File: src/rtl/mem_arbiter.sv
// Shares one line-wide memory port between I-cache refills and D-cache miss
// handling (optional dirty writeback then fill), round-robin on ties.
module mem_arbiter #(
   parameter int ADDR_W = 32,
   parameter int LINE_W = 128
) (
   input  logic              clk_i,
   input  logic              rst_i,
   input  logic              ic_req_i,
   input  logic [ADDR_W-1:0] ic_addr_i,
   output logic              ic_ack_o,
   output logic [LINE_W-1:0] ic_line_o,
   input  logic              dc_req_i,
   input  logic [ADDR_W-1:0] dc_addr_i,
   input  logic              dc_wb_i,
   input  logic [ADDR_W-1:0] dc_wb_addr_i,
   input  logic [LINE_W-1:0] dc_wb_line_i,
   output logic              dc_ack_o,
   output logic [LINE_W-1:0] dc_line_o,
   output logic              mem_req_o,
   output logic              mem_we_o,
   output logic [ADDR_W-1:0] mem_addr_o,
   output logic [LINE_W-1:0] mem_wdata_o,
   input  logic              mem_ready_i,
   input  logic [LINE_W-1:0] mem_rdata_i,
   output logic              busy_o,
   output logic              grant_dc_o
);

   localparam logic [ADDR_W-1:0] ALIGN_MASK = ~ADDR_W'(LINE_W/8 - 1);

   typedef enum logic [1:0] {S_IDLE, S_WB, S_FILL, S_RESP} state_t;

   state_t            r_state, w_state;
   logic              r_last_dc, w_last_dc;
   logic              r_gnt_dc, w_gnt_dc;
   logic [ADDR_W-1:0] r_miss_addr, w_miss_addr;
   logic              r_mem_req, w_mem_req;
   logic              r_mem_we, w_mem_we;
   logic [ADDR_W-1:0] r_mem_addr, w_mem_addr;
   logic [LINE_W-1:0] r_mem_wdata, w_mem_wdata;
   logic              r_ic_ack, w_ic_ack;
   logic              r_dc_ack, w_dc_ack;
   logic [LINE_W-1:0] r_ic_line, w_ic_line;
   logic [LINE_W-1:0] r_dc_line, w_dc_line;
   logic              r_busy, w_busy;
   logic              w_sel_dc;

   // On a tie the requester opposite the previous grant wins.
   assign w_sel_dc = dc_req_i & (~ic_req_i | ~r_last_dc);

   always_comb begin
      w_state     = r_state;
      w_last_dc   = r_last_dc;
      w_gnt_dc    = r_gnt_dc;
      w_miss_addr = r_miss_addr;
      w_mem_req   = r_mem_req;
      w_mem_we    = r_mem_we;
      w_mem_addr  = r_mem_addr;
      w_mem_wdata = r_mem_wdata;
      w_ic_ack    = 1'b0;
      w_dc_ack    = 1'b0;
      w_ic_line   = r_ic_line;
      w_dc_line   = r_dc_line;
      w_busy      = r_busy;
      case (r_state)
         S_IDLE: begin
            if (ic_req_i || dc_req_i) begin
               w_gnt_dc    = w_sel_dc;
               w_last_dc   = w_sel_dc;
               w_miss_addr = (w_sel_dc ? dc_addr_i : ic_addr_i) & ALIGN_MASK;
               w_mem_req   = 1'b1;
               w_busy      = 1'b1;
               if (w_sel_dc && dc_wb_i) begin
                  w_state     = S_WB;
                  w_mem_we    = 1'b1;
                  w_mem_addr  = dc_wb_addr_i & ALIGN_MASK;
                  w_mem_wdata = dc_wb_line_i;
               end else begin
                  w_state    = S_FILL;
                  w_mem_we   = 1'b0;
                  w_mem_addr = w_miss_addr;
               end
            end
         end
         S_WB: begin
            if (mem_ready_i) begin
               w_state    = S_FILL;
               w_mem_we   = 1'b0;
               w_mem_addr = r_miss_addr;
            end
         end
         S_FILL: begin
            if (mem_ready_i) begin
               w_state   = S_RESP;
               w_mem_req = 1'b0;
               if (r_gnt_dc) begin
                  w_dc_line = mem_rdata_i;
                  w_dc_ack  = 1'b1;
               end else begin
                  w_ic_line = mem_rdata_i;
                  w_ic_ack  = 1'b1;
               end
            end
         end
         S_RESP: begin
            w_state = S_IDLE;
            w_busy  = 1'b0;
         end
         default: w_state = S_IDLE;
      endcase
   end

   always_ff @(posedge clk_i or posedge rst_i) begin
      if (rst_i) begin
         r_state     <= S_IDLE;
         r_last_dc   <= 1'b0;
         r_gnt_dc    <= 1'b0;
         r_miss_addr <= '0;
         r_mem_req   <= 1'b0;
         r_mem_we    <= 1'b0;
         r_mem_addr  <= '0;
         r_mem_wdata <= '0;
         r_ic_ack    <= 1'b0;
         r_dc_ack    <= 1'b0;
         r_ic_line   <= '0;
         r_dc_line   <= '0;
         r_busy      <= 1'b0;
      end else begin
         r_state     <= w_state;
         r_last_dc   <= w_last_dc;
         r_gnt_dc    <= w_gnt_dc;
         r_miss_addr <= w_miss_addr;
         r_mem_req   <= w_mem_req;
         r_mem_we    <= w_mem_we;
         r_mem_addr  <= w_mem_addr;
         r_mem_wdata <= w_mem_wdata;
         r_ic_ack    <= w_ic_ack;
         r_dc_ack    <= w_dc_ack;
         r_ic_line   <= w_ic_line;
         r_dc_line   <= w_dc_line;
         r_busy      <= w_busy;
      end
   end

   assign ic_ack_o    = r_ic_ack;
   assign ic_line_o   = r_ic_line;
   assign dc_ack_o    = r_dc_ack;
   assign dc_line_o   = r_dc_line;
   assign mem_req_o   = r_mem_req;
   assign mem_we_o    = r_mem_we;
   assign mem_addr_o  = r_mem_addr;
   assign mem_wdata_o = r_mem_wdata;
   assign busy_o      = r_busy;
   assign grant_dc_o  = r_gnt_dc;

endmodule
File: config.mk
export PLATFORM = sky130hd
export DESIGN_NAME = mem_arbiter
export DESIGN_NICKNAME = d
export VERILOG_FILES = /design/src/rtl/mem_arbiter.sv
export SDC_FILE = /design/constraint.sdc
export NUM_CORES = 1
export LEC_CHECK = 0
export ABC_AREA = 1
export BUFFER_PORTS_ARGS = -buffer_cell sky130_fd_sc_hd__buf_2
export CAP_MARGIN = 20
export CORE_AREA = 8 8 293 295
export DETAILED_ROUTE_END_ITERATION = 16
export DIE_AREA = 0 0 301 303
export MAX_ROUTING_LAYER = met4
export SYNTH_ARGS = -nofsm -noshare
export SYNTH_HDL_FRONTEND = slang
export SYNTH_SLANG_ARGS = --single-unit
export TNS_END_PERCENT = 20
File: constraint.sdc
create_clock -name clk_i -period 26.1 [get_ports clk_i]
set_input_delay 7.83 -clock clk_i [delete_from_list [all_inputs] [get_ports clk_i]]
set_output_delay 7.83 -clock clk_i [all_outputs]
set_load 0.02 [all_outputs]
==> metrics.txt, run 1 <==
CTS tree built; Leakage 13.79 nW; Worst Tran Pin Value 1.031 ns; Hold-fix buffers, CTS 0; Rows 105; final hold vios 0; nets 3151; worst skew pair latency 0.60 ns; final setup fails 0; core area 81190 um2; Post-synth EDFFs 0; Finished Layout Cells 3917; met2 Use GR 23.56%; Max Slew Vio Count 0; Routed Antenna Nets 0; die height 303 um; RSZ-0062 raised after global routing no; die area 91200 um2; final worst path period need 10.61 ns; # clock sinks 448; Worst Path Arrival 11.14 ns; run status finished clean; Synth area leader dfrtp_1; layout cells sized above 1 30.76%; Max Clk Rate 94.23 MHz; Area Overhead vs Synth 35.46%; clk slew on worst S/H paths 0.06 ns; starting DRC count in detailed routing 1094; Seq cells post-synth 448; DRC Markers 0; synthesized area per cell 8.752 um2; vias per inst 4.179; Clock Skew 0.02780 ns; VDD IR max 77.46 uV; Synth Instances 2091; initial antenna violation count 27; num ports 780; final WL 69340 um; mapped cell area 18300 um2; HP Class reg2reg; GRT busiest layer met2; I/O Buffers 763; Util after Layout 30.53%; Fillers 8637; Max Cap Viol 0; post-route cell area 24790 um2; total track usage 14.65%; met3 usage 4.464%; Initial Utilization 22.54%; routing usage on met1 17.47%; vias in the first global route 16260; data required time of the worst path 26.63 ns; Placer Congestion 0.8786; sequential fraction of the synthesis area 61.26%; critical path class in2reg; DIE WIDTH 301 um; PwrDens 134.5 nW/um2; Async SR Flop Fraction 100.0%; prevailing post-synth register cell dfrtp_1; HPWL after DPL 51040 um; Slew HR 31.17%; Clock H-tree levels 2; Critical Path End Type register; total grt overflow 0; Yosys top cell area share 61.26%; CTS Buffer Depth 3; Post-DP Area 22970 um2; pin count of the biggest net entering global routing 155; Post-Place Cells 3804; drt first pass iters 5; Num CTS Buffers 51; synth top area cells dfrtp_1 61%, nand2_1 14%, o21ai_0 11%; first-pass GRT wire length 101000 um; setup TNS 0 ns; Netlist cell types 20; Period Utilization, post-route 40.66%; Worst setup SP type input pin; Via Count 16370; Crit Path Max Fanout 69; cts repair resizes 0; yosys warns 0; Avg WL per Cell 17.70 um; Fin Hold WS 0.4723 ns; Root Buffer clkbuf_16; setup bufs post-CTS 0
==> final timing paths <==
| kind | startpoint | to | slack (ns) | depth (start not counted) |
|---|---|---|---|---|
| worst min register to register | mem_addr_o[19]$_DFFE_PP0P_ | mem_addr_o[19]$_DFFE_PP0P_ | 0.47 | 2 |
| worst min-delay path | mem_addr_o[19]$_DFFE_PP0P_ | mem_addr_o[19]$_DFFE_PP0P_ | 0.47 | 2 |
| worst max register to register | grant_dc_o$_DFFE_PP0P_ | mem_wdata_o[9]$_DFFE_PP0P_ | 22.30 | 8 |
| min in group asynchronous | rst_i | mem_wdata_o[48]$_DFFE_PP0P_ | 7.38 | 2 |
| max in group asynchronous | rst_i | grant_dc_o$_DFFE_PP0P_ | 16.49 | 4 |
| worst max-delay path | ic_req_i | mem_wdata_o[9]$_DFFE_PP0P_ | 15.49 | 9 |
==> layer usage <==
layer,wire length [um],vias up
met5,0,-
met3,5881,102
li1,-,8014
met1,28250,7621
met4,1900,0
met2,33310,633
==> Yosys cell counts (all sizes together) (4+ instances only) <==
master and count:
a21oi 5, inv 210, a31oi 4, dfrtp 448, nand4 28, nor2 59, buf 76, clkbuf 63
nand2 691, nand3 109, o21ai 391, ha 5
==> worst max-delay path, stage by stage <==
cell,delay [ns]
buf_2,0.11
nand2_1,0.05
buf_4,0.51
nand3_4,0.52
nor2_4,0.36
buf_4,0.57
buf_4,0.71
nand2_1,0.28
nand2_1,0.13
==> final cells by class <==
cell class / count / area [um2] / area share, %
antenna: 25 / 62.56 / 0.2524
sequential: 448 / 11210 / 45.22
inverter: 210 / 808.3 / 3.260
tap: 1070 / 1339 / 5.400
multi-input combinational: 1297 / 5664 / 22.85
clock inverter: 16 / 275.3 / 1.110
timing repair buffer: 780 / 3979 / 16.05
clock buffer: 71 / 1451 / 5.855
==> state kept, by name, indices dropped and copies added (netlist names) <==
| signal | cells |
|---|---|
| mem_addr_o | 28 |
| ic_ack_o | 1 |
| ic_line_o | 128 |
| mem_we_o | 1 |
| r_state | 2 |
| dc_line_o | 128 |
| dc_ack_o | 1 |
| grant_dc_o | 1 |
| mem_wdata_o | 128 |
| busy_o | 1 |
| mem_req_o | 1 |
| r_miss_addr | 28 |
==> cell families (layout without fill, tap and decap cells) <==
family | Yosys count | count (layout) | synth area share, %
adders and majority gates | 5 | 5 | 0.3419
buffers and inverters | 349 | 1077 | 7.931
other | 1 | 29 | 0.02049
AOI/OAI and AO/OA | 401 | 401 | 11.07
DFF | 448 | 448 | 61.26
and+or+nand+nor | 887 | 887 | 19.38
==> layout by cell type, fill, tap and decap left out, types with 10 or more instances in the layout <==
cell       synthesis  routed
nand2_1          691     691
nor2_1            59      58
nand3_1          107     107
o21ai_0          391     391
buf_2             59     763
clkbuf_16          0      51
buf_4              8      15
dfrtp_1          448     448
clkbuf_1          63      10
nand4_1           28      28
clkbuf_8           0      10
inv_1            206     203
diode_2            0      25
==> stage by stage <==
stage / power (mW) / worst slack, ns
finish: 3.334 / 15.49
global route: 3.572 / 15.08
CTS: 3.394 / 15.39
detailed placement: 2.638 / 14.74
global placement: 2.614 / 14.67
floorplan: 2.049 / 5.785
==> power breakdown <==
group | leakage [nW] | internal, mW | switching, mW
logic | 7.36 | 0.411 | 0.994
registers | 5.60 | 1.03 | 0.165
clock network | 0.837 | 0.438 | 0.299
Power figures use the tool's default switching activity.
==> run 2: changes to the inputs <==
Settings changed: CORE_AREA 8 8 293 295 to 8 8 296 298, DIE_AREA 0 0 301 303 to 0 0 304 306.
Clock period 26.1 ns to 10.65 ns, I/O delays scaled along.
==> run 2 against run 1 <==
Effect of this change: combinational power grew 140%; non-clock buffer count unchanged; power up 140%; critical path type unchanged; largest power group unchanged; highest routed layer unchanged.
==> metrics.txt, run 2 (synthesis results as in run 1) <==
Fillers 8892 (was 8637); GRT busiest layer met2 (unchanged); Post-Place Cells 3814 (was 3804); most frequent cells in the layout 763 x buf_2, 691 x nand2_1, 448 x dfrtp_1, 391 x o21ai_0, 203 x inv_1 (unchanged); Rows 106 (was 105); Clock H-tree levels 2 (unchanged); Max Cap Viol 0 (unchanged); Avg WL per Cell 17.64 um (was 17.70 um); layout cells sized above 1 30.86% (was 30.76%); area of the multi-input gates 5664 um2 (unchanged); HPWL after DPL 49960 um (was 51040 um); Worst Path Arrival 5.71 ns (was 11.14 ns); Reg area 11210 um2 (unchanged); die area 93020 um2 (was 91200 um2); CP max-delay cell buf_4 (unchanged); critical path class in2reg (unchanged); Area Overhead vs Synth 35.62% (was 35.46%); Root Buffer clkbuf_16 (unchanged); Crit Path Max Fanout 93 (was 69); final worst path period need 5.184 ns; met3 usage 4.776% (was 4.464%); CTS Buffer Depth 3 (unchanged); CTS tree built (unchanged); total track usage 14.61% (was 14.65%); Placer Congestion 0.8462 (was 0.8786); final WL 69330 um (was 69340 um); clk slew on worst S/H paths 0.06 ns (about the same); cts repair resizes 0 (unchanged); setup bufs post-CTS 0 (unchanged); data required time of the worst path 11.18 ns (was 26.63 ns); Hold-fix buffers, CTS 0 (unchanged); Util after Layout 29.94% (was 30.53%); CP Cell Sequence buf_2 > buf_4 > nand3_4 > buf_4 > buf_4 > o21ai_0 > nand2_1 (was buf_2 > nand2_1 > buf_4 > nand3_4 > nor2_4 > buf_4 > buf_4 > nand2_1 > nand2_1); pin count of the biggest net entering global routing 212 (was 155); PwrDens 328.3 nW/um2 (was 134.5 nW/um2); met2 Use GR 23.51% (was 23.56%); Worst Tran Pin Value 1.082 ns (was 1.031 ns); slowest stage delay, CP 0.82 ns (was 0.71 ns); I/O Buffers 763 (unchanged); routing usage on met1 17.09% (was 17.47%); core area 82890 um2 (was 81190 um2); # clock sinks 448 (unchanged); most frequent cell on the critical path buf_4; Max Clk Rate 192.9 MHz; Final Worst Setup Slack 5.466 ns (was 15.49 ns); DIE WIDTH 304 um (was 301 um); Routed Antenna Nets 0 (unchanged); Via Count 16440 (was 16370); total grt overflow 0 (unchanged); Finished Layout Cells 3930 (was 3917); run status finished clean (unchanged); commonest non-fill, non-tap cell in the layout buf_2 (unchanged); starting DRC count in detailed routing 1147 (was 1094); setup TNS 0 ns (unchanged); Setup WS pre-CTS 4.887 ns (was 14.74 ns); Max Slew Vio Count 0 (unchanged); VDD IR max 151.2 uV (was 77.46 uV); Num CTS Buffers 53 (was 51); die height 306 um (was 303 um); vias per inst 4.182 (was 4.179); Slew HR 27.88% (was 31.17%); final hold vios 0 (unchanged); drt first pass iters 5 (unchanged); Period Utilization, post-route 48.68%; Leakage 13.82 nW (was 13.79 nW); worst path buffer plus inverter count 4 (unchanged); Initial Utilization 22.08% (was 22.54%); worst skew pair latency 0.59 ns (was 0.60 ns); final setup fails 0 (unchanged); vias in the first global route 16540 (was 16260); Critical Path End Type register (unchanged); initial antenna violation count 25 (was 27); Total Power 8.149 mW (was 3.334 mW); Clock Skew 0.01470 ns (was 0.02780 ns); delay-heaviest family, CP buffers and inverters (unchanged); num ports 780 (unchanged); first-pass GRT wire length 103600 um (was 101000 um); HP Class reg2reg (unchanged); nets 3153 (was 3151); Worst setup SP type input pin (unchanged); DRC Markers 0 (unchanged); RSZ-0062 raised after global routing no (unchanged)
run 2: area by class of cell:
class,instances,share of cell area [%]
antenna,24,0.2420
clock buffer,72,6.040
clock inverter,19,0.8066
inverter,210,3.242
multi-input combinational,1297,22.82
sequential,448,45.17
tap,1080,5.445
timing repair buffer,780,16.23
run 2: through the flow:
stage | cell area, um2 | hold WS [ns]
3_5_place_dp | 23030 | 0.4596
4_1_cts | 24730 | 0.4751
5_1_grt | 24810 | 0.4895
6_report | 24820 | 0.4707
2_1_floorplan | 18320 | 0.4498
3_3_place_gp | 23030 | 0.4590
run 2: worst paths after layout:
check,start,slack (ns),cells after the start,to
setup / recovery,dc_req_i,5.47,7,mem_wdata_o[50]$_DFFE_PP0P_
hold / removal,mem_addr_o[18]$_DFFE_PP0P_,0.47,2,mem_addr_o[18]$_DFFE_PP0P_
setup reg to reg,r_state[0]$_DFFE_PP0P_,7.57,7,dc_line_o[70]$_DFFE_PP0P_
hold reg to reg,mem_addr_o[18]$_DFFE_PP0P_,0.47,2,mem_addr_o[18]$_DFFE_PP0P_
max in group asynchronous,rst_i,6.37,4,ic_line_o[75]$_DFFE_PP0P_
min in group asynchronous,rst_i,2.88,3,ic_line_o[17]$_DFFE_PP0P_
run 2: metal layers:
layer,vias to the layer above,part of all wire [%],routed length [um]
met1,7630,41,28330
met2,649,47,32830
met3,129,8.0,5523
met5,-,0,0
met4,0,3.8,2648
li1,8027,-,-
run 2: report_power, final:
| group | leakage [nW] | total, mW | internal [mW] | switching [mW] |
|---|---|---|---|---|
| sequential | 5.60 | 2.91 | 2.52 | 0.394 |
| combinational | 7.37 | 3.45 | 1.02 | 2.44 |
| clock | 0.849 | 1.78 | 1.05 | 0.731 |
run 2: tightest hold or removal path, delay by kind of cell (launching register included):
kind / cells / cell delay [ns]
flops: 1 / 0.34
simple gates: 2 / 0.10
